===== src/rtl/instr_loader_if.sv =====
`default_nettype none
// +------------------------------------------------------------------+
// | instr_loader_if : byte stream in, instruction-memory writes out  |
// | Revision 1.0                                                      |
// +------------------------------------------------------------------+
interface instr_loader_if;
  logic [7:0]  rx_data;
  logic        rx_valid;
  logic        rx_ready;
  logic [15:0] mem_addr;
  logic [15:0] mem_wdata;
  logic        mem_we;

  // master: the loader, which drives the memory write port and accepts bytes
  modport master (
    input  rx_data, rx_valid,
    output rx_ready, mem_addr, mem_wdata, mem_we
  );

  modport slave (
    output rx_data, rx_valid,
    input  rx_ready, mem_addr, mem_wdata, mem_we
  );
endinterface
`default_nettype wire


===== src/rtl/instr_loader.sv =====
`default_nettype none
// +------------------------------------------------------------------+
// | instr_loader : loads a checksummed big-endian word stream into   |
// | instruction memory while holding the CPU in reset. Revision 1.0   |
// +------------------------------------------------------------------+
module instr_loader #(
  parameter int AW = 9
) (
  input  logic           clk,
  input  logic           reset,
  input  logic           start,
  instr_loader_if.master bus,
  output logic           busy,
  output logic           done,
  output logic           error,
  output logic           cpu_reset
);

  localparam logic [3:0] S_IDLE   = 4'd0;
  localparam logic [3:0] S_LEN_HI = 4'd1;
  localparam logic [3:0] S_LEN_LO = 4'd2;
  localparam logic [3:0] S_DAT_HI = 4'd3;
  localparam logic [3:0] S_DAT_LO = 4'd4;
  localparam logic [3:0] S_SUM_HI = 4'd5;
  localparam logic [3:0] S_SUM_LO = 4'd6;
  localparam logic [3:0] S_DONE   = 4'd7;
  localparam logic [3:0] S_ERR    = 4'd8;

  localparam logic [16:0] DEPTH = 17'(1) << AW;

  logic [3:0]    state_q, state_d;
  logic [7:0]    hi_q, hi_d;
  logic [15:0]   n_q, n_d;
  logic [15:0]   cnt_q, cnt_d;
  logic [AW-1:0] addr_q, addr_d;
  logic [15:0]   csum_q, csum_d;
  logic          we_q, we_d;
  logic [15:0]   wdata_q, wdata_d;
  logic [15:0]   maddr_q, maddr_d;
  logic          done_q, done_d;
  logic          error_q, error_d;

  logic          rx_ready;
  logic          xfer;
  logic [15:0]   word;

  assign rx_ready = (state_q >= S_LEN_HI) && (state_q <= S_SUM_LO);
  assign xfer     = bus.rx_valid && rx_ready;
  assign word     = {hi_q, bus.rx_data};

  always_comb begin
    state_d = state_q;
    hi_d    = hi_q;
    n_d     = n_q;
    cnt_d   = cnt_q;
    addr_d  = addr_q;
    csum_d  = csum_q;
    we_d    = 1'b0;
    wdata_d = wdata_q;
    maddr_d = maddr_q;
    done_d  = done_q;
    error_d = error_q;
    case (state_q)
      S_IDLE, S_DONE, S_ERR: begin
        if (start) begin
          state_d = S_LEN_HI;
          done_d  = 1'b0;
          error_d = 1'b0;
          cnt_d   = 16'd0;
          addr_d  = '0;
          csum_d  = 16'd0;
        end
      end
      S_LEN_HI, S_DAT_HI, S_SUM_HI: begin
        if (xfer) begin
          hi_d    = bus.rx_data;
          state_d = state_q + 4'd1;
        end
      end
      S_LEN_LO: begin
        if (xfer) begin
          n_d = word;
          if ((word == 16'd0) || ({1'b0, word} > DEPTH)) begin
            state_d = S_ERR;
            error_d = 1'b1;
          end else begin
            state_d = S_DAT_HI;
          end
        end
      end
      S_DAT_LO: begin
        if (xfer) begin
          // the write lands next cycle, overlapping acceptance of the next byte
          we_d    = 1'b1;
          wdata_d = word;
          maddr_d = 16'(addr_q);
          addr_d  = addr_q + AW'(1);
          csum_d  = csum_q + word;
          cnt_d   = cnt_q + 16'd1;
          state_d = (cnt_d == n_q) ? S_SUM_HI : S_DAT_HI;
        end
      end
      S_SUM_LO: begin
        if (xfer) begin
          if (word == csum_q) begin
            state_d = S_DONE;
            done_d  = 1'b1;
          end else begin
            state_d = S_ERR;
            error_d = 1'b1;
          end
        end
      end
      default: state_d = S_IDLE;
    endcase
  end

  always_ff @(posedge clk) begin
    if (reset) begin
      state_q <= S_IDLE;
      hi_q    <= 8'd0;
      n_q     <= 16'd0;
      cnt_q   <= 16'd0;
      addr_q  <= '0;
      csum_q  <= 16'd0;
      we_q    <= 1'b0;
      wdata_q <= 16'd0;
      maddr_q <= 16'd0;
      done_q  <= 1'b0;
      error_q <= 1'b0;
    end else begin
      state_q <= state_d;
      hi_q    <= hi_d;
      n_q     <= n_d;
      cnt_q   <= cnt_d;
      addr_q  <= addr_d;
      csum_q  <= csum_d;
      we_q    <= we_d;
      wdata_q <= wdata_d;
      maddr_q <= maddr_d;
      done_q  <= done_d;
      error_q <= error_d;
    end
  end

  assign bus.rx_ready  = rx_ready;
  assign bus.mem_we    = we_q;
  assign bus.mem_wdata = wdata_q;
  assign bus.mem_addr  = maddr_q;
  assign busy          = rx_ready || we_q;
  assign cpu_reset     = busy;
  assign done          = done_q;
  assign error         = error_q;

endmodule
`default_nettype wire


===== src/flat_wrapper.sv =====
// flat-port wrapper written by rule: the top's interface ports become plain ports
module instr_loader_flat 
#(
  parameter int AW = 9
)
  (clk, reset, start, busy, done, error, cpu_reset, bus_rx_data, bus_rx_valid, bus_rx_ready, bus_mem_addr, bus_mem_wdata, bus_mem_we);
  instr_loader_if bus_i ();
  input  logic clk;
  input  logic reset;
  input  logic start;
  output logic busy;
  output logic done;
  output logic error;
  output logic cpu_reset;
  input wire logic [$bits(bus_i.rx_data)-1:0] bus_rx_data;
  input wire logic [$bits(bus_i.rx_valid)-1:0] bus_rx_valid;
  output wire logic [$bits(bus_i.rx_ready)-1:0] bus_rx_ready;
  output wire logic [$bits(bus_i.mem_addr)-1:0] bus_mem_addr;
  output wire logic [$bits(bus_i.mem_wdata)-1:0] bus_mem_wdata;
  output wire logic [$bits(bus_i.mem_we)-1:0] bus_mem_we;
  assign bus_i.rx_data = bus_rx_data;
  assign bus_i.rx_valid = bus_rx_valid;
  assign bus_rx_ready = bus_i.rx_ready;
  assign bus_mem_addr = bus_i.mem_addr;
  assign bus_mem_wdata = bus_i.mem_wdata;
  assign bus_mem_we = bus_i.mem_we;
  instr_loader #(.AW(AW)) u_core (.clk(clk), .reset(reset), .start(start), .bus(bus_i), .busy(busy), .done(done), .error(error), .cpu_reset(cpu_reset));
endmodule

===== config.mk =====
export PLATFORM = sky130hd
export DESIGN_NAME = instr_loader_flat
export DESIGN_NICKNAME = d
export VERILOG_FILES = /design/src/rtl/instr_loader_if.sv /design/src/rtl/instr_loader.sv /design/src/flat_wrapper.sv
export SDC_FILE = /design/constraint.sdc
export NUM_CORES = 1
export LEC_CHECK = 0
export CAP_MARGIN = 20
export CORE_MARGIN = 2
export CORE_UTILIZATION = 30
export DETAILED_ROUTE_END_ITERATION = 8
export PLACE_DENSITY = 0.5
export REMOVE_ABC_BUFFERS = 1
export SYNTH_ARGS = -nofsm -noshare
export SYNTH_HDL_FRONTEND = slang
export SYNTH_SLANG_ARGS = --single-unit

===== constraint.sdc =====
create_clock -name clk -period 5.6 [get_ports clk]
set_input_delay 0.84 -clock clk [delete_from_list [all_inputs] [get_ports clk]]
set_output_delay 0.84 -clock clk [all_outputs]
set_load 0.01 [all_outputs]

; Word level (Yosys, flattened, before mapping)
; Index checks and enable logic that the tools add are counted.
[word_totals]
ff_bits = 97
latchBits = 0
ram_bits = 0
rom_bits = 0
inputBits = 12
out_inout_bits = 38
word_cells = 83
mem_count = 0
[classes]
n_addsub = 4
n_mul = 0
div_mod_pow = 0
n_lt_le_gt_ge = 3
eq_ne = 18
shift = 0
n_mux = 27
bitwise = 1
n_reduce_logical = 19
[ops]
columns = cell, count
row1 = 16-bit case mux with 2 select lines, 2
row2 = 16-bit two-way mux, 3
row3 = 16-bit equality test, 2
row4 = 4-bit two-way mux, 7
row5 = 4-bit case mux with 5 select lines, 1
row6 = 9-bit two-way mux, 2
row7 = 9-bit case mux with 2 select lines, 1
row8 = 16-bit by 1-bit adder with 16-bit output (second input constant), 1
row9 = 16-bit adder, 1
row10 = 4-bit by 3-bit equality test with 1-bit output (second input constant), 4
row11 = 16-bit by 10-bit greater-than comparator with 1-bit output (second input constant), 1
row12 = 16-bit zero test, 1
row13 = 2-bit by 1-bit != test with 1-bit output (second input constant), 6
row14 = 9-bit by 1-bit adder with 9-bit output (second input constant), 1
row15 = 4-bit by 2-bit equality test with 1-bit output (second input constant), 2
row16 = 1-bit two-way mux, 8
row17 = 2-bit AND reduction, 3
row18 = 6-bit AND reduction, 1
row19 = 3-bit OR reduction, 2
row20 = 5-bit AND reduction, 1
row21 = 4-bit by 1-bit adder with 4-bit output (second input constant), 1
row22 = 4-bit by 1-bit equality test with 1-bit output (second input constant), 1
row23 = 4-bit equality test (second input constant), 1
row24 = 4-bit by 1-bit >= comparator with 1-bit output (second input constant), 1
row25 = 14 further kinds, 18

; Longest topological paths before layout
; Gate-level depths: netlist of the first run.
[depth]
ltp_word = 5
depth_mapped = 9
depth_no_buf = 9

; Least setup slack after synthesis of the first run
; OpenSTA, ideal clock, no wires.
[synth_timing]
path_type = in2reg
start = input port bus_rx_data[2]
end = register u_core.csum_q[15]
setup_time_ns = 0.116
t_arrival_ns = 2.859
required_ns = 5.484
setup_slack_ns = 2.625
stages = 8
path_buffers = 0
path_cell_list = ha_1 > a21oi_1 > a2111oi_1 > o41ai_1 > a2111oi_0 > o21ai_0 > a32o_1 > a31o_2
[synth_via]
elab_chain_len = 3
[synth_lines]
columns = item, line_no
row1 = start: declaration, flat_wrapper.sv:15  ; input wire logic [$bits(bus_i.rx_data)-1:0] bus_rx_data;
row2 = 16-bit adder, instr_loader.sv:98  ; csum_d = csum_q + word;
row3 = 16-bit two-way mux, instr_loader.sv:92  ; if (xfer) begin
row4 = 16-bit case mux with 2 select lines, instr_loader.sv:63  ; case (state_q)
row5 = end signal: assignment, instr_loader.sv:137  ; csum_q <= csum_d;
row6 = end: declaration, instr_loader.sv:36  ; logic [15:0] csum_q, csum_d;
; No other way between the ends. The select of a mux whose other input is x is not followed.
; A chain may end at the register's enable or synchronous reset.

; Final worst setup path of the first run
[layout_timing]
start = input port bus_rx_data[6]
end = register u_core.csum_q[15]
; Same word-level chain as after synthesis.

==> results of run 1 <==
stage by stage:
| stage | util, % | total power [mW] |
|---|---|---|
| floorplan | - | 1.06 |
| global placement | 33.9 | 1.24 |
| detailed placement | 33.9 | 1.25 |
| CTS | 35.5 | 1.86 |
| global route | 35.8 | 1.94 |
| finish | 35.8 | 1.84 |
routing by layer:
| layer | up-vias | wire, um | GRT usage [%] |
|---|---|---|---|
| met2 | 103 | 6870 | 26.6 |
| li1 | 2304 | - | - |
| met4 | 0 | 464 | 7.81 |
| met3 | 29 | 478 | 2.24 |
| met5 | - | 0 | 0 |
| met1 | 2240 | 6840 | 21.7 |
logic make-up after synthesis:
group / Yosys count / synth area share, %
multiplexers: 27 / 5.27
AND/OR/NAND/NOR: 258 / 23.2
buffers and inverters: 43 / 3.79
flip-flops: 97 / 37.5
XOR/XNOR: 42 / 7.10
other: 1 / 0.0724
AO/OA/AOI/OAI: 148 / 17.6
adder cells (fa/ha/maj): 22 / 5.46
power by group through the flow:
stage | Combinational (mW) | Sequential, mW | Clock, mW
6_report | 0.475 | 0.757 | 0.606
5_1_grt | 0.523 | 0.762 | 0.656
4_1_cts | 0.475 | 0.757 | 0.624
3_5_place_dp | 0.473 | 0.774 | 0
3_3_place_gp | 0.470 | 0.773 | 0
2_1_floorplan | 0.301 | 0.754 | 0
layout make-up:
type / count / share of cell area (%)
multi-input cells: 504 / 50.2
well taps: 225 / 4.61
flip-flops and latches: 97 / 31.8
clock inverters: 7 / 0.984
clock buffers: 9 / 3.69
inverters: 8 / 0.492
repair buffers: 50 / 8.24
critical path: cells and delay by family:
kind	cells	cell delay (ns)
AO/OA/AOI/OAI	6	1.84
AND/OR/NAND/NOR	1	0.11
adder cells (fa/ha/maj)	1	0.48
buffers and inverters	1	0.55
registers in the layout, indices dropped and copies added (netlist names):
| name | flops |
|---|---|
| u_core.addr_q | 9 |
| u_core.bus.mem_addr | 9 |
| u_core.bus.mem_wdata | 16 |
| u_core.bus.mem_we | 1 |
| u_core.cnt_q | 16 |
| u_core.csum_q | 16 |
| u_core.done | 1 |
| u_core.error | 1 |
| u_core.hi_q | 8 |
| u_core.n_q | 16 |
| u_core.state_q | 4 |
placed cells by master, fill, tap and decap left out, drive strengths merged, types with 9 or more instances in the layout:
master / synthesis / final
clkdlybuf4s50: 0 / 41
dfxtp: 97 / 97
inv: 8 / 12
nor2: 78 / 78
nand2: 95 / 95
nand3: 18 / 18
o21ai: 23 / 23
ha: 21 / 21
nor3: 15 / 15
buf: 10 / 9
a21oi: 70 / 70
xor2: 22 / 22
clkbuf: 25 / 9
xnor2: 20 / 20
nor4: 10 / 10
a31oi: 10 / 10
mux2i: 25 / 25
worst max-delay path by stage:
stage                     slack, ns  cells after the start           endpoint      startpoint
after floorplan                2.62                      8  u_core.csum_q[15]  bus_rx_data[2]
after global placement         1.79                     10  u_core.csum_q[14]  bus_rx_data[0]
after detailed placement       1.69                      9  u_core.csum_q[15]  bus_rx_data[6]
after CTS                      2.04                     10  u_core.csum_q[14]  bus_rx_data[0]
after global routing           1.79                     10  u_core.csum_q[14]  bus_rx_data[0]
final                          2.04                      9  u_core.csum_q[15]  bus_rx_data[6]
==> results, run 1 <==
- The flow ran to the end, and the final reports show no timing, DRC or antenna violations.
- In the routed design, unresolved DRC markers number 0.
- For flop-to-flop paths, the worst setup slack is 2.60 ns.
- The worst setup path is of the input pin to register kind.
- The distinct cell type count after synthesis is 62.
- The mean instance size in the synthesized netlist is 8.12 um2.
- Entering global routing, the biggest net connects 57 pins.
- The count of routing violations after the opening detailed-route iteration is 318.
- During synthesis, Yosys emitted a total of 0 warnings.
- Summing the sequential cell areas from Yosys gives 37.5% of the chip area.
- The internal portion of total power is 1.20 mW.
- TritonCTS built the clock tree.
- The average routed wire per standard cell is 16.3 um.
- The number of global-route vias before repair is 4,486.
- The combined area of all synthesized cells is 0.00518 mm2.
- The count of hold buffers inserted by post-cts repair is 0.
- The path depth of the worst reg2reg path is 8.
- The total congestion overflow is 0.
- Across all hold checks on the routed design, the worst slack comes to 0.459 ns.
- The sequential standard cell area is 0.00194 mm2.
- The delay of the slowest cell on the worst path is 0.55 ns.
- The number of enable-type register cells in the synthesized netlist is 0.
- The count of inserted antenna diode cells is 0.
- The commonest register cell after synthesis is dfxtp_1.
- The area of combinational cells with multiple inputs is 0.00306 mm2.
- The cell area after layout is 0.00610 mm2.
- In this run the tightest slew margin relative to its limit is 36.1%.
- Per report_power, the combinational group accounts for 25.9% of the total.
- Of the total power, the share spent switching nets is 34.7%.
- The I/O pin count is 50.
- The end point of the worst hold path is u_core.bus.mem_wdata[3].
- The chip height is 135 um.
- The average vias per placed instance is 5.20.
- At the worst endpoint, the arrival time is 3.82 ns.
- The fraction of synthesized cell area taken by the top area cell type is 37.5%.
- The layout overhead on the synthesized area is 17.9%.
- The number of instances in the synthesized netlist is 638.
- The startpoint class of the critical path is an input pin.
- The global routing usage summed across all routing layers is 16.4%.
- The count of vias placed by the detailed router is 4,676.
- Power spread over the standard cell area amounts to 301 mW/mm2.
- The number of gates resized after CTS was 0.
- The placed instance area is 0.00578 mm2.
- The fraction of registers with async set or reset after synthesis is 0%.
- The placed wire-length estimate after detailed placement is 10,500 um.
- The number of clock sinks is 97.
- The floorplan step defined a core boundary enclosing 0.0171 mm2.
- The worst slack at placement is 1.69 ns.
- The initial antenna violation count is 0.
- The element type at the critical path end is a register.
- The number of slew-limit violations in the final report is 0.
- Once layout is complete, the cells apart from fillers number 900.
- Setup repair after global routing left no endpoint under its margin.
- The path class of the tightest hold or removal check is register to register.
- At the end of the flow, the number of nets in the layout was 704.
- The biggest area contributor in the post-synthesis netlist is dfxtp_1.
- The required time of the critical path is 5.85 ns.
- The maximum fanout along the worst path is 7.
- The setup skew after layout is 0.0107 ns.
- The post-CTS repair timing setup buffer count is 0.
- The setup TNS after final layout is 0 ns.
- The cell type of the slowest stage on the worst timing path is clkdlybuf4s50_1.
- The total wire length is 14,700 um.
- For this design the total switching power over the nets is 0.638 mW.
- The first-pass GRT wire length is 23,600 um.
- In this run the clock root is driven by a clkbuf_16.
- The number of CTS-inserted buffers is 9.
- The upper clock frequency limit is 281 MHz.
- The number of rows in the core area is 48.
- The worst register-to-register path begins at u_core.state_q[1].
- Walking the worst path, the cells encountered are clkdlybuf4s50_1, ha_1, nand2_1, a2111oi_1, o41ai_1, a2111oi_0, o21ai_0, a32o_1, a31o_2.
- The maximum buffer depth of the clock tree is 2.
- Cells with a size suffix above 1 make up 5.33% of the layout.
- The maximum vdd ir drop is 129 uV.
- The start point of the worst min-delay path is u_core.bus.mem_wdata[3].
- The horizontal die dimension is 135 um.
- The worst hold path cell count is 2.
- Subtracting the final worst setup slack from the clock period gives 3.56 ns.
- After clock tree synthesis, the clock-pin slew on the worst setup and hold paths is 0.07 ns.
- The number of H-tree branching levels is 3.
- After synthesis, the cell types taking the most area are dfxtp_1 (37%), nand2_1 (6.9%), a21oi_1 (6.8%), nor2_1 (5.7%), ha_1 (5.1%).
- The number of cells after detailed placement is 882.
- Summed over all cells, the static leakage comes to 2.39 nW.
- Counting flops and latches in the post-synthesis netlist gives 97.
- The starting density of the core is 30.4%.
- The die outline area is 0.0183 mm2.
- In the post-route analysis, the smallest setup slack over all paths is 2.04 ns.
- In this run, the clock network consumes 33.0% of the power.
- The later-pin clock latency in the skew report is 0.36 ns.
- The endpoint identified for the worst register-to-register timing path is u_core.addr_q[5].
- The detail route stage leaves a number of antenna-violating nets equal to 0.
- The period utilization is 63.6%.
- During placement, the flow inserted port buffers numbering 42.
- Across the run, the number of max-cap violations was 0.
- Registers are responsible for 41.2% of the overall power.
- The final setup violation count is 0.
- The iteration count of the initial detailed-routing pass is 5.
- The number of failing hold endpoints at the final stage is 0.
- The layout filler cell count is 1,807.
- Ranked by instance count, the synthesized netlist is headed by dfxtp_1 (97), nand2_1 (95), nor2_1 (78).
- By instance count, the leading cell after synthesis is dfxtp_1.
- The transition time of the tightest slew-check pin is 0.952 ns.
- The final weighted congestion in routability-driven placement is 0.906.
Note: power is estimated with default switching activity, not from simulation.
==> inputs of run 2 (changes only) <==
==> constraint.sdc (replaced) <==
create_clock -name clk -period 3.7 [get_ports clk]
set_input_delay 0.555 -clock clk [delete_from_list [all_inputs] [get_ports clk]]
set_output_delay 0.555 -clock clk [all_outputs]
set_load 0.01 [all_outputs]
==> results, run 2 (synthesized netlist as in run 1, its figures left out) <==
- The flow ran to the end, and the final reports show no timing, DRC or antenna violations.
- The library cell used most frequently in the layout, excluding fill and tap cells, is dfxtp_1.
- The setup TNS after final layout is 0 ns.
- Setup violations remaining at the end of the flow were counted as 0.
- The part of the power in the clock network is 32.4%.
- The count of max-cap constraint violations is 0.
- The power density relative to cell area is 458 mW/mm2.
- The number of H-tree branching levels is 3.
- The critical path start-end classification is input pin to register.
- Data on the critical path is required at its endpoint by 3.95 ns.
- The TritonCTS clock tree is yes.
- The root buffer cell chosen for the clock tree is clkbuf_16.
- The min-delay analysis places its worst path in the category register to register.
- The share of final-layout standard cells stronger than drive strength 1 is 7.66%.
- The finished layout holds 917 standard cells, fillers aside.
- The tightest slew margin relative to the limit is 29.8%.
- The total congestion overflow is 0.
- The initial utilization of the core area, before any placement, comes to 30.4%.
- For this block, the via count after detailed routing is 4,702.
- The die outline area is 0.0183 mm2.
- The first-pass GRT wire length is 23,900 um.
- Global routing used 16.8% of the available tracks across all layers.
- The internal portion of total power is 1.86 mW.
- The total wire length is 15,000 um.
- The number of clock sinks is 97.
- The upper clock frequency limit is 327 MHz.
- For this run, the post-layout net count is 721.
- After clock tree synthesis, the setup repair step added 0 buffers.
- The number of buffers added on ports is 42.
- The detailed router put a total of 7110 um of wire on met1.
- The number of global-route vias before repair is 4,419.
- The number of cells after detailed placement is 901.
- STA puts the critical path data arrival time at 3.31 ns.
- Wire segments on met3 add up to 446 um in the final route.
- Clock tree synthesis inserted a total of 9 buffers.
- The initial antenna violation count is 0.
- Detailed placement finished with a half-perimeter wire length of 10,800 um.
- Summed over all cells, the static leakage comes to 2.46 nW.
- The layout overhead on the synthesized area is 19.8%.
- Row generation in the floorplan step produced 48 rows.
- Across the VDD grid, the largest voltage drop is 313 uV.
- Post-CTS repair changed the size of 0 cells.
- The later-pin clock latency in the skew report is 0.35 ns.
- The maximum fanout along the worst path is 5.
- In this run the remaining antenna-violating nets after routing total 0.
- The die is 135 um tall.
- At the pin with the least slew margin, the transition time is 1.05 ns.
- Dividing the detail-routed wire length by the instance count gives 16.4 um.
- Clock-pin slew was measured on the worst setup and hold paths at 0.07 ns.
- The count of unresolved DRC violations after routing is 0.
- The worst hold path cell count is 2.
- The repair_antennas step left the layout with diodes totalling 0.
- Power comes to 2.84 mW.
- The setup skew after layout is 0.00669 ns.
- During I/O placement, the number of pins put on the boundary was 50.
- The combinational fraction of design power is 27.6%.
- The number of failing hold endpoints at the final stage was 0.
- The count of routing violations after the opening detailed-route iteration is 356.
- The part of the power in registers is 40.0%.
- The count of hold buffers inserted by post-cts repair is 0.
- The minimum clock period is 3.06 ns.
- The path depth of the worst reg2reg path is 8.
- In the detailed route, the total length drawn on met2 is 6930 um.
- The first detailed-routing pass took 5 iterations.
- The highest metal layer with signal wires is met4.
- The worst setup path is captured at a register.
- Measured along the x axis, the die boundary spans 135 um.
- The number of slew-limit violations in the final report is 0.
- Summed over all nets, the switching power comes to 0.986 mW.
- The region available for standard cell placement spans 0.0171 mm2.
- The maximum buffer depth of the clock tree is 2.
- Leaving out fill and tap cells, the most frequent cells in the layout are dfxtp_1 (97), nand2_1 (95), nor2_1 (78).
- The period utilization is 82.7%.
- Routability-driven placement finished with a final weighted congestion of 0.898.
- In the routed layout, each cell is associated on average with a via count of 5.13.
- Net switching is 34.7% of the power.
- The maximum number of pins on one net before global-route repair is 64.
- Setup repair after global routing left no endpoint under its margin.
- The startpoint class of the critical path is an input pin.
[run 2: cell types whose count changed in the layout (fill, tap and decap cells not counted), sizes merged]
cell	before	now
buf	9	26
clkinvlp	0	1
clkinv	3	2
[run 2: stage by stage]
step | hold slack (ns) | utilization, % | setup slack [ns] | cell area [um2]
after global placement | 0.446 | 34.7 | 0.307 | 5920
after CTS | 0.460 | 36.4 | 0.659 | 6200
after floorplan | 0.430 | - | 1.01 | 5030
final | 0.457 | 36.4 | 0.642 | 6200
after detailed placement | 0.449 | 34.7 | 0.277 | 5920
after global routing | 0.475 | 36.4 | 0.406 | 6200
[run 2: power by group through the flow]
stage	logic (mW)	registers, mW	clock network, mW
after floorplan	0.456	1.14	0
after global placement	0.784	1.16	0
after detailed placement	0.778	1.16	0
after CTS	0.783	1.13	0.958
after global routing	0.855	1.14	0.994
final	0.785	1.14	0.922
[run 2: final timing paths]
path	start	slack, ns	endpoint
worst min register to register	u_core.bus.mem_wdata[3]	0.46	u_core.bus.mem_wdata[3]
worst max register to register	u_core.state_q[0]	0.72	u_core.addr_q[5]
worst max-delay path	bus_rx_data[2]	0.64	u_core.csum_q[15]
worst min-delay path	u_core.bus.mem_wdata[3]	0.46	u_core.bus.mem_wdata[3]
[run 2: worst max-delay path, cell delays in order]
cell             delay (ns)
clkdlybuf4s50_1        0.45
ha_1                   0.38
a21oi_1                0.11
a2111oi_1              0.50
o41ai_1                0.14
a2111oi_0              0.50
o21ai_0                0.22
a32o_1                 0.26
a31o_2                 0.20
[run 2: cell type report]
type                       count  area [um2]
clock inverter                 7        60.1
fill                        1776       10900
multi-input combinational    504        3060
timing repair buffer          67         603
clock buffer                   9         225
sequential                    97        1940
inverter                       8        30.0
tap                          225         282
[run 2: per-layer routing]
layer,vias to the layer above,global-route usage (%)
met5,-,0
met4,0,8.33
met3,33,2.21
met2,104,27.0
met1,2227,22.2
li1,2338,-
==> inputs of run 3 (changes only) <==
==> constraint.sdc (replaced) <==
create_clock -name clk -period 3.1 [get_ports clk]
set_input_delay 0.465 -clock clk [delete_from_list [all_inputs] [get_ports clk]]
set_output_delay 0.465 -clock clk [all_outputs]
set_load 0.01 [all_outputs]
==> results, run 3 (synthesized netlist as in run 1, its figures left out) <==
- The final total power is 3.43 mW.
- The area growth from synthesis to layout is 23.4%.
- The upper clock frequency limit is 342 MHz.
- The cell type of the slowest stage on the worst timing path is clkdlybuf4s50_1.
- The path depth of the worst reg2reg path is 9.
- TritonCTS built the clock tree.
- Setup repair after global routing left no endpoint under its margin.
- The post-route worst setup slack is 0.180 ns.
- The most common library cell in the layout ignoring fill and taps is dfxtp_1.
- The final setup violation count is 0.
- The number of nets in the finished design is 743.
- Global routing finished with a remaining overflow of 0.
- The number of global-route vias before repair is 4,693.
- The total buffers and inverters traversed by the critical path is 2.
- Across the run, the number of max-cap violations was 0.
- Power spread over the standard cell area amounts to 536 mW/mm2.
- The number of buffers added on ports is 42.
- Counting every sink on the clock net gives 97.
- The required time of the critical path is 3.35 ns.
- After detailed routing, the number of remaining DRC violations is 0.
- The maximum number of pins on one net before global-route repair is 83.
- The die covers 0.0183 mm2.
- The minimum clock period is 2.92 ns.
- In this run the register-to-register setup slack is 0.32 ns.
- The die is 135 um wide.
- The setup TNS after final layout is 0 ns.
- The finished layout holds 939 standard cells, fillers aside.
- The maximum buffer depth of the clock tree is 2.
- The family with the most delay on the worst path is compound AO/OA/AOI/OAI gates.
- Once the floorplan was initialized, standard cells occupied 30.4% of the core.
- The run finished with clean final reports.
- The transition time of the tightest slew-check pin is 0.674 ns.
- Counting buffers and inverters, the worst setup path is 10 cells deep.
- After detailed routing, the average wire length per cell comes to 16.0 um.
- CTS built an H-tree with a depth of 3.
- The terminus of the critical flop-to-flop path is u_core.state_q[1].
- IR analysis of the VDD net gives a maximum drop of 236 uV.
- The post-route netlist has 10.6% of its cells at a drive strength greater than 1.
- The clock arrives with 0.00615 ns of skew.
- The final weighted congestion in routability-driven placement is 0.916.
- Measured along the y axis, the die boundary spans 135 um.
- The library cells used most frequently in the layout, excluding fill and tap cells, are dfxtp_1 (97), nand2_1 (95), nor2_1 (78).
- The count of hold buffers inserted by post-cts repair is 0.
- The worst setup path is launched from an input pin.
- The placed wire-length estimate after detailed placement is 11,100 um.
- The period utilization is 94.2%.
- The global routing usage summed across all routing layers is 17.0%.
- The I/O pin count is 50.
- The delay of the slowest cell on the worst path is 0.45 ns.
- Clock tree synthesis selected as its root buffer the cell clkbuf_16.
- The initial antenna violation count is 0.
- Clock-pin slew was measured on the worst setup and hold paths at 0.07 ns.
- The routed layout has 4,803 vias.
- The iteration count of the initial detailed-routing pass is 5.
- The element type at the critical path end is a register.
- Measured against its own limit, the worst slew margin works out to 55.0%.
- On the final layout, the worst hold slack is 0.451 ns.
- The first-pass GRT wire length is 24,300 um.
- The worst slack at placement is -0.275 ns.
- The number of rows in the core area is 48.
- The placed instance area is 0.00610 mm2.
- The later-pin clock latency in the skew report is 0.36 ns.
- The number of CTS-inserted buffers is 9.
- The worst setup path is of the input pin to register kind.
- The number of slew-limit violations in the final report is 0.
- The count of routing violations after the opening detailed-route iteration is 315.
- The path class of the lowest-slack min-delay path is register to register.
- The total wire length is 15,100 um.
- The arrival time of the worst setup path is 3.17 ns.
- 0 antenna diodes ended up in the layout.
- The region available for standard cell placement spans 0.0171 mm2.
- The startpoint identified for the worst register-to-register timing path is u_core.cnt_q[1].
- The number of failing hold endpoints at the final stage is 0.
- The leakage power total is 2.57 nW.
- Cells fill 37.5% of the core in the end.
- The number of cells after detailed placement is 923.
- The critical path goes through clkdlybuf4s50_1, ha_1, a21oi_1, a2111oi_1, buf_4, o41ai_1, a2111oi_2, or3_1, a32o_1, a31o_2.
- The cell area after layout is 0.00639 mm2.
- The maximum fanout along the worst path is 4.
- The last element of the critical path is u_core.csum_q[15].
- The average vias per placed instance is 5.12.
- The beginning of the critical path is bus_rx_data[2].
- The remaining antenna violation count is 0.
==> run 3: worst min path at each step <==
stage,cells past startpoint,end,startpoint,slack (ns)
floorplan,2,u_core.csum_q[0],u_core.csum_q[0],0.43
global placement,2,u_core.csum_q[0],u_core.csum_q[0],0.45
detailed placement,2,u_core.bus.mem_wdata[14],u_core.bus.mem_wdata[14],0.45
CTS,2,u_core.bus.mem_wdata[14],u_core.bus.mem_wdata[14],0.46
global route,2,u_core.csum_q[0],u_core.csum_q[0],0.48
finish,2,u_core.bus.mem_wdata[14],u_core.bus.mem_wdata[14],0.45
==> run 3: report_power, final <==
| part | internal, mW | switching (mW) | total [mW] | leakage (nW) |
|---|---|---|---|---|
| sequential | 1.29 | 0.0491 | 1.34 | 0.782 |
| combinational | 0.403 | 0.592 | 0.995 | 1.65 |
| clock | 0.560 | 0.534 | 1.09 | 0.139 |
==> run 3: worst min-delay path, delay by kind of cell, from the launching register on <==
family / cells / cell delay, ns
simple gates: 1 / 0.05
flops: 1 / 0.31
compound gates: 1 / 0.05
==> run 3: final cells by class <==
cell class | instances | area, um2
clock buffers | 9 | 225
clock inverters | 7 | 62.6
fillers | 1801 | 10700
inverters | 8 | 30.0
multi-input cells | 504 | 3070
flip-flops and latches | 97 | 1940
well taps | 225 | 282
repair buffers | 89 | 781
==> run 3: layer usage <==
layer / vias up / part of all wire, % / wire length (um) / global-route usage, %
met5: - / 0 / 0 / 0
met4: 0 / 2.6 / 396 / 8.04
met3: 24 / 2.6 / 394 / 2.21
met2: 81 / 48 / 7180 / 27.9
met1: 2307 / 47 / 7080 / 22.1
li1: 2391 / - / - / -
==> run 3: what timing repair did <==
item,in CTS,in global routing
gates resized for setup,0,2
endpoints found under the setup margin,0,1
setup buffers,0,0
